===== config.mk =====
export PLATFORM = sky130hd
export DESIGN_NAME = baby_vga_fb_arbiter_flat
export DESIGN_NICKNAME = d
export VERILOG_FILES = /design/src/rtl/baby_vga_fb_arbiter_if.sv /design/src/rtl/baby_vga_fb_arbiter.sv /design/src/flat_wrapper.sv
export SDC_FILE = /design/constraint.sdc
export NUM_CORES = 1
export LEC_CHECK = 0
export CAP_MARGIN = 10
export CORE_UTILIZATION = 48
export CTS_BUF_LIST = sky130_fd_sc_hd__clkbuf_8
export CTS_CLUSTER_DIAMETER = 60
export DETAILED_ROUTE_END_ITERATION = 8
export PLACE_DENSITY_LB_ADDON = 0.05
export SYNTH_ARGS = -nofsm -noshare
export SYNTH_HDL_FRONTEND = slang
export SYNTH_SLANG_ARGS = --single-unit
export TNS_END_PERCENT = 1

===== constraint.sdc =====
create_clock -name clk -period 5.7 [get_ports clk]
set_input_delay 0.855 -clock clk [delete_from_list [all_inputs] [get_ports clk]]
set_output_delay 0.855 -clock clk [all_outputs]
set_load 0.05 [all_outputs]

===== src/rtl/baby_vga_fb_arbiter_if.sv =====
// Bundle between the arbiter and its three neighbours: video fetch, CPU row port, framebuffer port.
// slave = arbiter side, master = environment side (timing generator, register interface, framebuffer).
interface baby_vga_fb_arbiter_if #(
  parameter int ADDR_W = 4,
  parameter int DATA_W = 32
);
  logic              vid_req;
  logic [ADDR_W-1:0] vid_row;
  logic [DATA_W-1:0] vid_data;
  logic              vid_valid;
  logic              vid_overrun;

  logic              cpu_rd_req;
  logic              cpu_wr_req;
  logic [ADDR_W-1:0] cpu_addr;
  logic [DATA_W-1:0] cpu_wdata;
  logic [DATA_W-1:0] cpu_rdata;
  logic              cpu_ready;

  logic              mem_en;
  logic              mem_we;
  logic [ADDR_W-1:0] mem_addr;
  logic [DATA_W-1:0] mem_wdata;
  logic [DATA_W-1:0] mem_rdata;

  modport slave (
    input  vid_req, vid_row, cpu_rd_req, cpu_wr_req, cpu_addr, cpu_wdata, mem_rdata,
    output vid_data, vid_valid, vid_overrun, cpu_rdata, cpu_ready,
           mem_en, mem_we, mem_addr, mem_wdata
  );

  modport master (
    output vid_req, vid_row, cpu_rd_req, cpu_wr_req, cpu_addr, cpu_wdata, mem_rdata,
    input  vid_data, vid_valid, vid_overrun, cpu_rdata, cpu_ready,
           mem_en, mem_we, mem_addr, mem_wdata
  );
endinterface


===== src/rtl/baby_vga_fb_arbiter.sv =====
// Framebuffer port arbiter: video scanout vs CPU, video first but strictly alternating under contention.
// Grant-to-ready latency LATENCY, one IDLE cycle between accesses. FB_ARB_STATS_EN adds overrun/wait statistics.
module baby_vga_fb_arbiter #(
  parameter int ROWS    = 16,
  parameter int ADDR_W  = 4,
  parameter int DATA_W  = 32,
  parameter int LATENCY = 8
) (
  input  logic                  clk,
  input  logic                  rst,
  baby_vga_fb_arbiter_if.slave  bus
`ifdef FB_ARB_STATS_EN
  ,
  input  logic                  stats_clr,
  output logic [7:0]            ovr_count,
  output logic [7:0]            cpu_wait_max
`endif
);

  localparam int CNT_W = $clog2(LATENCY);

  generate
    if (ROWS > (1 << ADDR_W) || LATENCY < 2) begin : g_bad_cfg
      $error("baby_vga_fb_arbiter: ROWS must fit in ADDR_W and LATENCY must be >= 2");
    end
  endgenerate

  typedef enum logic [1:0] {IDLE, VID, CPU_RD, CPU_WR} state_t;

  state_t            state_q;
  logic [CNT_W-1:0]  cnt_q;
  logic              vid_pend_q;
  logic [ADDR_W-1:0] vid_row_q;
  logic              last_vid_q;
  logic [DATA_W-1:0] vid_data_q;
  logic              vid_valid_q;
  logic              vid_overrun_q;
  logic [DATA_W-1:0] cpu_rdata_q;
  logic              cpu_ready_q;
  logic              mem_en_q;
  logic              mem_we_q;
  logic [ADDR_W-1:0] mem_addr_q;
  logic [DATA_W-1:0] mem_wdata_q;

  logic cpu_pend;
  logic vid_elig;
  logic grant_vid;
  logic grant_cpu;

  // The CPU is blind during its own ready cycle so a still-high request is not served twice.
  assign cpu_pend  = (bus.cpu_rd_req | bus.cpu_wr_req) & ~cpu_ready_q;
  assign vid_elig  = vid_pend_q | bus.vid_req;
  assign grant_vid = (state_q == IDLE) & vid_elig & ~(last_vid_q & cpu_pend);
  assign grant_cpu = (state_q == IDLE) & ~grant_vid & cpu_pend;

  always_ff @(posedge clk or posedge rst) begin
    if (rst) begin
      state_q       <= IDLE;
      cnt_q         <= '0;
      vid_pend_q    <= 1'b0;
      vid_row_q     <= '0;
      last_vid_q    <= 1'b0;
      vid_data_q    <= '0;
      vid_valid_q   <= 1'b0;
      vid_overrun_q <= 1'b0;
      cpu_rdata_q   <= '0;
      cpu_ready_q   <= 1'b0;
      mem_en_q      <= 1'b0;
      mem_we_q      <= 1'b0;
      mem_addr_q    <= '0;
      mem_wdata_q   <= '0;
    end else begin
      vid_valid_q   <= 1'b0;
      cpu_ready_q   <= 1'b0;
      // A request landing on the edge that consumes the pending one is queued, not lost.
      vid_overrun_q <= bus.vid_req & vid_pend_q & ~grant_vid;

      if (bus.vid_req) begin
        vid_row_q <= bus.vid_row;
      end
      if (grant_vid) begin
        vid_pend_q <= vid_pend_q & bus.vid_req;
      end else if (bus.vid_req) begin
        vid_pend_q <= 1'b1;
      end

      case (state_q)
        IDLE: begin
          if (grant_vid) begin
            state_q     <= VID;
            last_vid_q  <= 1'b1;
            mem_en_q    <= 1'b1;
            mem_we_q    <= 1'b0;
            mem_addr_q  <= vid_pend_q ? vid_row_q : bus.vid_row;
            mem_wdata_q <= '0;
            cnt_q       <= CNT_W'(LATENCY - 1);
          end else if (grant_cpu) begin
            state_q     <= bus.cpu_wr_req ? CPU_WR : CPU_RD;
            last_vid_q  <= 1'b0;
            mem_en_q    <= 1'b1;
            mem_we_q    <= bus.cpu_wr_req;
            mem_addr_q  <= bus.cpu_addr;
            mem_wdata_q <= bus.cpu_wdata;
            cnt_q       <= CNT_W'(LATENCY - 1);
          end
        end
        default: begin
          if (cnt_q == '0) begin
            state_q  <= IDLE;
            mem_en_q <= 1'b0;
            mem_we_q <= 1'b0;
            if (state_q == VID) begin
              vid_data_q  <= bus.mem_rdata;
              vid_valid_q <= 1'b1;
            end else begin
              if (state_q == CPU_RD) begin
                cpu_rdata_q <= bus.mem_rdata;
              end
              cpu_ready_q <= 1'b1;
            end
          end else begin
            cnt_q <= cnt_q - CNT_W'(1);
          end
        end
      endcase
    end
  end

  assign bus.vid_data    = vid_data_q;
  assign bus.vid_valid   = vid_valid_q;
  assign bus.vid_overrun = vid_overrun_q;
  assign bus.cpu_rdata   = cpu_rdata_q;
  assign bus.cpu_ready   = cpu_ready_q;
  assign bus.mem_en      = mem_en_q;
  assign bus.mem_we      = mem_we_q;
  assign bus.mem_addr    = mem_addr_q;
  assign bus.mem_wdata   = mem_wdata_q;

`ifdef FB_ARB_STATS_EN
  logic [7:0] ovr_cnt_q;
  logic [7:0] wait_max_q;
  logic [7:0] wait_cnt_q;

  // Wait counts edges where the CPU is eligible but not granted; it restarts whenever the CPU is not waiting.
  always_ff @(posedge clk or posedge rst) begin
    if (rst) begin
      ovr_cnt_q  <= '0;
      wait_max_q <= '0;
      wait_cnt_q <= '0;
    end else begin
      if (stats_clr) begin
        ovr_cnt_q <= '0;
      end else if (vid_overrun_q && ovr_cnt_q != 8'hFF) begin
        ovr_cnt_q <= ovr_cnt_q + 8'd1;
      end

      if (grant_cpu) begin
        wait_cnt_q <= '0;
      end else if (cpu_pend && (state_q == IDLE || state_q == VID)) begin
        if (wait_cnt_q != 8'hFF) begin
          wait_cnt_q <= wait_cnt_q + 8'd1;
        end
      end else begin
        wait_cnt_q <= '0;
      end

      if (stats_clr) begin
        wait_max_q <= '0;
      end else if (grant_cpu && wait_cnt_q > wait_max_q) begin
        wait_max_q <= wait_cnt_q;
      end
    end
  end

  assign ovr_count    = ovr_cnt_q;
  assign cpu_wait_max = wait_max_q;
`endif

endmodule


===== src/flat_wrapper.sv =====
// flat-port wrapper written by rule: the top's interface ports become plain ports
module baby_vga_fb_arbiter_flat 
#(
  parameter int ROWS    = 16,
  parameter int ADDR_W  = 4,
  parameter int DATA_W  = 32,
  parameter int LATENCY = 8
)
  (clk, rst, bus_vid_req, bus_vid_row, bus_cpu_rd_req, bus_cpu_wr_req, bus_cpu_addr, bus_cpu_wdata, bus_mem_rdata, bus_vid_data, bus_vid_valid, bus_vid_overrun, bus_cpu_rdata, bus_cpu_ready, bus_mem_en, bus_mem_we, bus_mem_addr, bus_mem_wdata);
  baby_vga_fb_arbiter_if #(.ADDR_W(ADDR_W), .DATA_W(DATA_W)) bus_i ();
  input  logic clk;
  input  logic rst;
  input wire logic [$bits(bus_i.vid_req)-1:0] bus_vid_req;
  input wire logic [$bits(bus_i.vid_row)-1:0] bus_vid_row;
  input wire logic [$bits(bus_i.cpu_rd_req)-1:0] bus_cpu_rd_req;
  input wire logic [$bits(bus_i.cpu_wr_req)-1:0] bus_cpu_wr_req;
  input wire logic [$bits(bus_i.cpu_addr)-1:0] bus_cpu_addr;
  input wire logic [$bits(bus_i.cpu_wdata)-1:0] bus_cpu_wdata;
  input wire logic [$bits(bus_i.mem_rdata)-1:0] bus_mem_rdata;
  output wire logic [$bits(bus_i.vid_data)-1:0] bus_vid_data;
  output wire logic [$bits(bus_i.vid_valid)-1:0] bus_vid_valid;
  output wire logic [$bits(bus_i.vid_overrun)-1:0] bus_vid_overrun;
  output wire logic [$bits(bus_i.cpu_rdata)-1:0] bus_cpu_rdata;
  output wire logic [$bits(bus_i.cpu_ready)-1:0] bus_cpu_ready;
  output wire logic [$bits(bus_i.mem_en)-1:0] bus_mem_en;
  output wire logic [$bits(bus_i.mem_we)-1:0] bus_mem_we;
  output wire logic [$bits(bus_i.mem_addr)-1:0] bus_mem_addr;
  output wire logic [$bits(bus_i.mem_wdata)-1:0] bus_mem_wdata;
  assign bus_i.vid_req = bus_vid_req;
  assign bus_i.vid_row = bus_vid_row;
  assign bus_i.cpu_rd_req = bus_cpu_rd_req;
  assign bus_i.cpu_wr_req = bus_cpu_wr_req;
  assign bus_i.cpu_addr = bus_cpu_addr;
  assign bus_i.cpu_wdata = bus_cpu_wdata;
  assign bus_i.mem_rdata = bus_mem_rdata;
  assign bus_vid_data = bus_i.vid_data;
  assign bus_vid_valid = bus_i.vid_valid;
  assign bus_vid_overrun = bus_i.vid_overrun;
  assign bus_cpu_rdata = bus_i.cpu_rdata;
  assign bus_cpu_ready = bus_i.cpu_ready;
  assign bus_mem_en = bus_i.mem_en;
  assign bus_mem_we = bus_i.mem_we;
  assign bus_mem_addr = bus_i.mem_addr;
  assign bus_mem_wdata = bus_i.mem_wdata;
  baby_vga_fb_arbiter #(.ROWS(ROWS), .ADDR_W(ADDR_W), .DATA_W(DATA_W), .LATENCY(LATENCY)) u_core (.clk(clk), .rst(rst), .bus(bus_i));
endmodule

# ---- Word-level counts from Yosys, hierarchy flattened
# Index checks and enable logic that the tools add are counted.
dict set report totals {
  regBits 116
  output_inout_bits 105
  elab_cells 75
  inputBits 77
}
dict set report op_classes {
  n_reduce_logical 10
  n_addsub 1
  eq_ne 4
  bitwise 15
  n_mux 31
}
# cell n
set ops {}
lappend ops {{32-bit 2-to-1 mux} 2}
lappend ops {{1-bit 2-to-1 mux} 18}
lappend ops {{3-bit 2-to-1 mux} 4}
lappend ops {{4-bit 2-to-1 mux} 3}
lappend ops {{1-bit bitwise AND} 8}
lappend ops {{2-bit 2-to-1 mux} 4}
lappend ops {{2-bit AND reduction} 3}
lappend ops {{2-bit nonzero test} 3}
lappend ops {{1-bit NOT} 5}
lappend ops {{4-bit AND reduction} 1}
lappend ops {{3-bit zero test} 1}
lappend ops {{3-bit by 1-bit inequality test with 1-bit output (second input constant)} 1}
lappend ops {{3-bit AND reduction} 1}
lappend ops {{3-bit by 1-bit subtractor with 3-bit output (second input constant)} 1}
lappend ops {{2-bit by 1-bit == test with 1-bit output (second input constant)} 1}
lappend ops {{2-bit == test (second input constant)} 1}
lappend ops {{2-bit zero test} 1}
lappend ops {{2-bit by 1-bit inequality test with 1-bit output (second input constant)} 1}
lappend ops {{1-bit bitwise OR} 2}

# ---- Depth between registers and ports, before layout
dict set report depth {
  ltp_word 11
  mapped_depth 7
  mapped_depth_nobuf 5
}

# ---- Worst setup path after synthesis
# OpenSTA, ideal clock, no wires.
dict set report synth_timing {
  path_kind {input -> register}
  from {in bus_vid_req}
  to {reg u_core.mem_addr_q[0], in the netlist u_core.bus.mem_addr[0]}
  t_arrival_ns 1.746
  path_buffers 3
  setup_ns 0.158
  stages 6
  required_ns 5.542
  setup_slack_ns 3.796
  path_cell_list {buf_4 -> nor2_1 -> o211a_1 -> buf_2 -> buf_4 -> a222oi_1}
}
dict set report synth_via {
  elab_chain_len 8
  elab_cells_between_ends 9
  cone_classes {mux: 1; bitwise: 6; reduce/logical: 2}
}
# item line_no
set synth_lines {}
lappend synth_lines {{start: declaration} flat_wrapper.sv:13} ;# input wire logic [$bits(bus_i.vid_req)-1:0] bus_vid_req;
lappend synth_lines {{1-bit bitwise OR (*)} baby_vga_fb_arbiter.sv:52} ;# assign vid_elig = vid_pend_q | bus.vid_req;
lappend synth_lines {{1-bit bitwise AND (*) (2 in a row)} baby_vga_fb_arbiter.sv:53} ;# assign grant_vid = (state_q == IDLE) & vid_elig & ~(last_vid_q & cpu_pend);
lappend synth_lines {{1-bit NOT} baby_vga_fb_arbiter.sv:54} ;# assign grant_cpu = (state_q == IDLE) & ~grant_vid & cpu_pend;
lappend synth_lines {{1-bit bitwise AND (2 in a row)} baby_vga_fb_arbiter.sv:54}
lappend synth_lines {{2-bit nonzero test (no source line)} -}
lappend synth_lines {{2-bit AND reduction (no source line)} -}
lappend synth_lines {{end signal: assignment} baby_vga_fb_arbiter.sv:94} ;# mem_addr_q <= vid_pend_q ? vid_row_q : bus.vid_row;
lappend synth_lines {{end signal: assignment} baby_vga_fb_arbiter.sv:102} ;# mem_addr_q <= bus.cpu_addr;
lappend synth_lines {{end: declaration} baby_vga_fb_arbiter.sv:42} ;# logic [ADDR_W-1:0] mem_addr_q;
# Every way passes the cells marked *; elsewhere a longest branch is shown, timed or not.
# A chain may end at the register's enable or synchronous reset.

# ---- Final worst setup path
dict set report layout_timing {
  from {in bus_vid_req}
  to {reg u_core.mem_addr_q[1], in the netlist u_core.bus.mem_addr[1]}
}
# Same word-level chain as after synthesis.

==> flow_summary.toml <==
[worst_setup_path]
cp_max_fo = 38
path_cells = "clkdlybuf4s50_1 -> nor2_1 -> o211a_1 -> a222oi_1"
regToRegSetupSlack_ns = 3.28
reg2reg_to = "u_core.bus.cpu_rdata[5]"
cp.required_ns = 5.89
criticalPathCategory = "primary input to flip-flop"
crit_slowest_cell = "o211a_1"
cp_data_arrival_time_ns = 2.94
end_kind = "flip-flop"
critPathLaunchType = "primary input"
rr_worst_depth = 6
cpPeakStageDelay_ns = 0.99
rr_startpoint = "u_core.cnt_q[0]"

[yosys]
avgSynthCellArea_sq_um = 15.4
synth_cells = 291
async_flop_share_pct = 100
ys_types = 37
syn-num-nets = 370
synth-edff-count = 0
seq_area_frac_synth_pct = 64.6
synthTopCellsByArea = "dfrtp_1, mux2_2, a22o_1"
synth_top_area_share_pct = 64.6
yosysWarnings = 0
ys_seq_elements = 116
yosys_most_used_dff = "dfrtp_1"
post_synth_instance_area_sq_um = 4490
yosys.area.top_type = "dfrtp_1"

[cts]
postCtsSetupRepairBufs = 0
htree_levels = 4
cts_tree = "yes"
ctsResizeCount = 0
cts_buffer_depth = 2
cts_hold_buf = 0
numCtsBuffers = 17
insertion_delay_ns = 0.41
cts.sinks = 116
clk_pin_slew_ns = 0.07
root_buffer = "clkbuf_8"

[route]
drt-total-wl_um = 10100
via_per_inst = 5.21
wl_met1_um = 4320
top_layer_used = "met4"
wl_met3_um = 673
vias = 3114
drt_first_pass_iters = 4
drtIter0Drc = 96
ant_nets = 0
wire_per_inst_um = 16.9
drc = 0
dr_wl_met2_um = 4880

[cells_and_area]
fin_nets = 556
final_cells = 598
n_antenna_cell = 0
drive_gt1_share_pct = 21.8
utilization_pct = 76.4
syn_to_final_growth_pct = 51.3
fin_area_sq_um = 6800

[placed_design]
dp_hpwl_um = 7100
dpl.cell_count = 566
gp_congestion = 0.722
numPortBuffers = 181
placed_area_sq_um = 6330

[run]
drv_cap = 0

[floorplanning]
dieWidth_um = 98.7
initial_core_util_pct = 50.5
dieArea_sq_um = 9750
rows = 34
die_h_um = 98.7
core_sq_um = 8890
io_pins = 182

[sta]
drv_slew = 0
fmaxAchievable_mhz = 364
tightest_slew_ns = 1.20
hold_violations = 0
rsz0062_at_grt = "no"
finalSetupViolCount = 0
max-slew-margin-rel_pct = 19.8
fin_tns_setup_ns = 0
min_period_ns = 2.75
finalCritPeriodShare_pct = 48.2
fin_skew_ns = 0.00964

[pwr]
p_per_area_nw_per_um2 = 674
peakVddDrop_uv = 428
p_leak_nw = 3.02

[worst_hold_path]
hp-start = "u_core.bus.vid_data[0]"
min_to = "u_core.bus.vid_data[0]"
hold_depth = 1
hold_path_class = "flip-flop to flip-flop"

[outcome]
status = "complete, no violations"

[global_routing]
overflow = 0
grt_usage_pct = 22.2
grt_pass1_vias = 3279
grt_pass1_wl_um = 16400
antenna_found_initial = 0
grt_max_degree = 71
stage by stage:
step                      hold slack (ns)  total power, W  setup slack [ns]
after floorplan                     0.480         0.00293              1.77
after global placement              0.467         0.00369              2.68
after global routing                0.519         0.00478              2.79
final                               0.499         0.00458              2.95
after CTS                           0.508         0.00462              3.01
after detailed placement            0.491         0.00374              2.55
area by class of cell:
cell class	instances	area (sq um)
clock buffer	19	262
clock inverter	13	205
fill	579	2090
inverter	12	47.5
multi-input combinational	145	1400
sequential	116	2900
tap	108	135
timing repair buffer	185	1840
synth_stat cells, types with 2 or more instances:
| library cell | instances |
|---|---|
| dfrtp_1 | 116 |
| buf_4 | 4 |
| nand2_1 | 3 |
| mux2_2 | 65 |
| a222oi_1 | 4 |
| o21ai_0 | 4 |
| and3_1 | 2 |
| buf_6 | 7 |
| ha_1 | 2 |
| buf_2 | 5 |
| inv_1 | 12 |
| a22o_1 | 32 |
| nor3b_4 | 2 |
| nand3_1 | 2 |
| clkbuf_1 | 2 |
| mux2_1 | 3 |
| nor2_1 | 3 |
| mux2i_1 | 4 |
cell families after synthesis:
kind of cell / share of synthesized area (%)
AOI/OAI and AO/OA: 9.81
and+or+nand+nor: 2.67
DFF: 64.6
buffers and inverters: 4.15
muxes: 17.9
adders and majority gates: 0.808
registers in the layout, summed over array words and instances, names as in the netlist, 2 cells and up:
name and count:
u_core.bus.cpu_rdata 32, u_core.bus.vid_data 32, u_core.vid_row_q 4, u_core.cnt_q 3, u_core.bus.mem_addr 4, u_core.bus.mem_wdata 32, u_core.state_q 2
power breakdown:
group | total (W) | internal [W] | leakage, nW | switching (W)
registers | 0.00136 | 0.00116 | 1.46 | 0.000201
logic | 0.00235 | 0.000862 | 1.33 | 0.00149
clock network | 0.000867 | 0.000544 | 0.233 | 0.000323
critical path: cells and delay by family:
kind                   cells  cell delay, ns
AO/OA/AOI/OAI              2            1.21
AND/OR/NAND/NOR            1            0.30
buffers and inverters      1            0.57
worst max path at each step:
stage	startpoint	endpoint	slack [ns]
after floorplan	rst	u_core.bus.cpu_rdata[0]	1.77
after global placement	bus_vid_req	u_core.bus.mem_addr[1]	2.68
after detailed placement	bus_vid_req	u_core.bus.mem_addr[1]	2.55
after CTS	bus_vid_req	u_core.bus.mem_addr[1]	3.01
after global routing	bus_vid_req	u_core.bus.mem_addr[1]	2.79
final	bus_vid_req	u_core.bus.mem_addr[1]	2.95
layout by cell type, fill, tap and decap left out, types with 3 or more instances in the layout:
master	synthesis	final
mux2_1	3	3
o21ai_0	4	4
a222oi_1	4	4
bufinv_16	0	5
nand2_1	3	3
a22o_1	32	32
dfrtp_1	116	116
clkdlybuf4s50_1	0	181
nor2_1	3	3
mux2i_1	4	4
buf_4	4	4
inv_1	12	12
mux2_2	65	65
clkbuf_8	0	19
layer usage:
metal	GRT usage, %	up-vias
li1	-	1434
met1	27.9	1527
met2	35.7	139
met3	6.24	14
met4	11.1	0
met5	0	-
No activity file was read; power rests on OpenSTA's default activity.
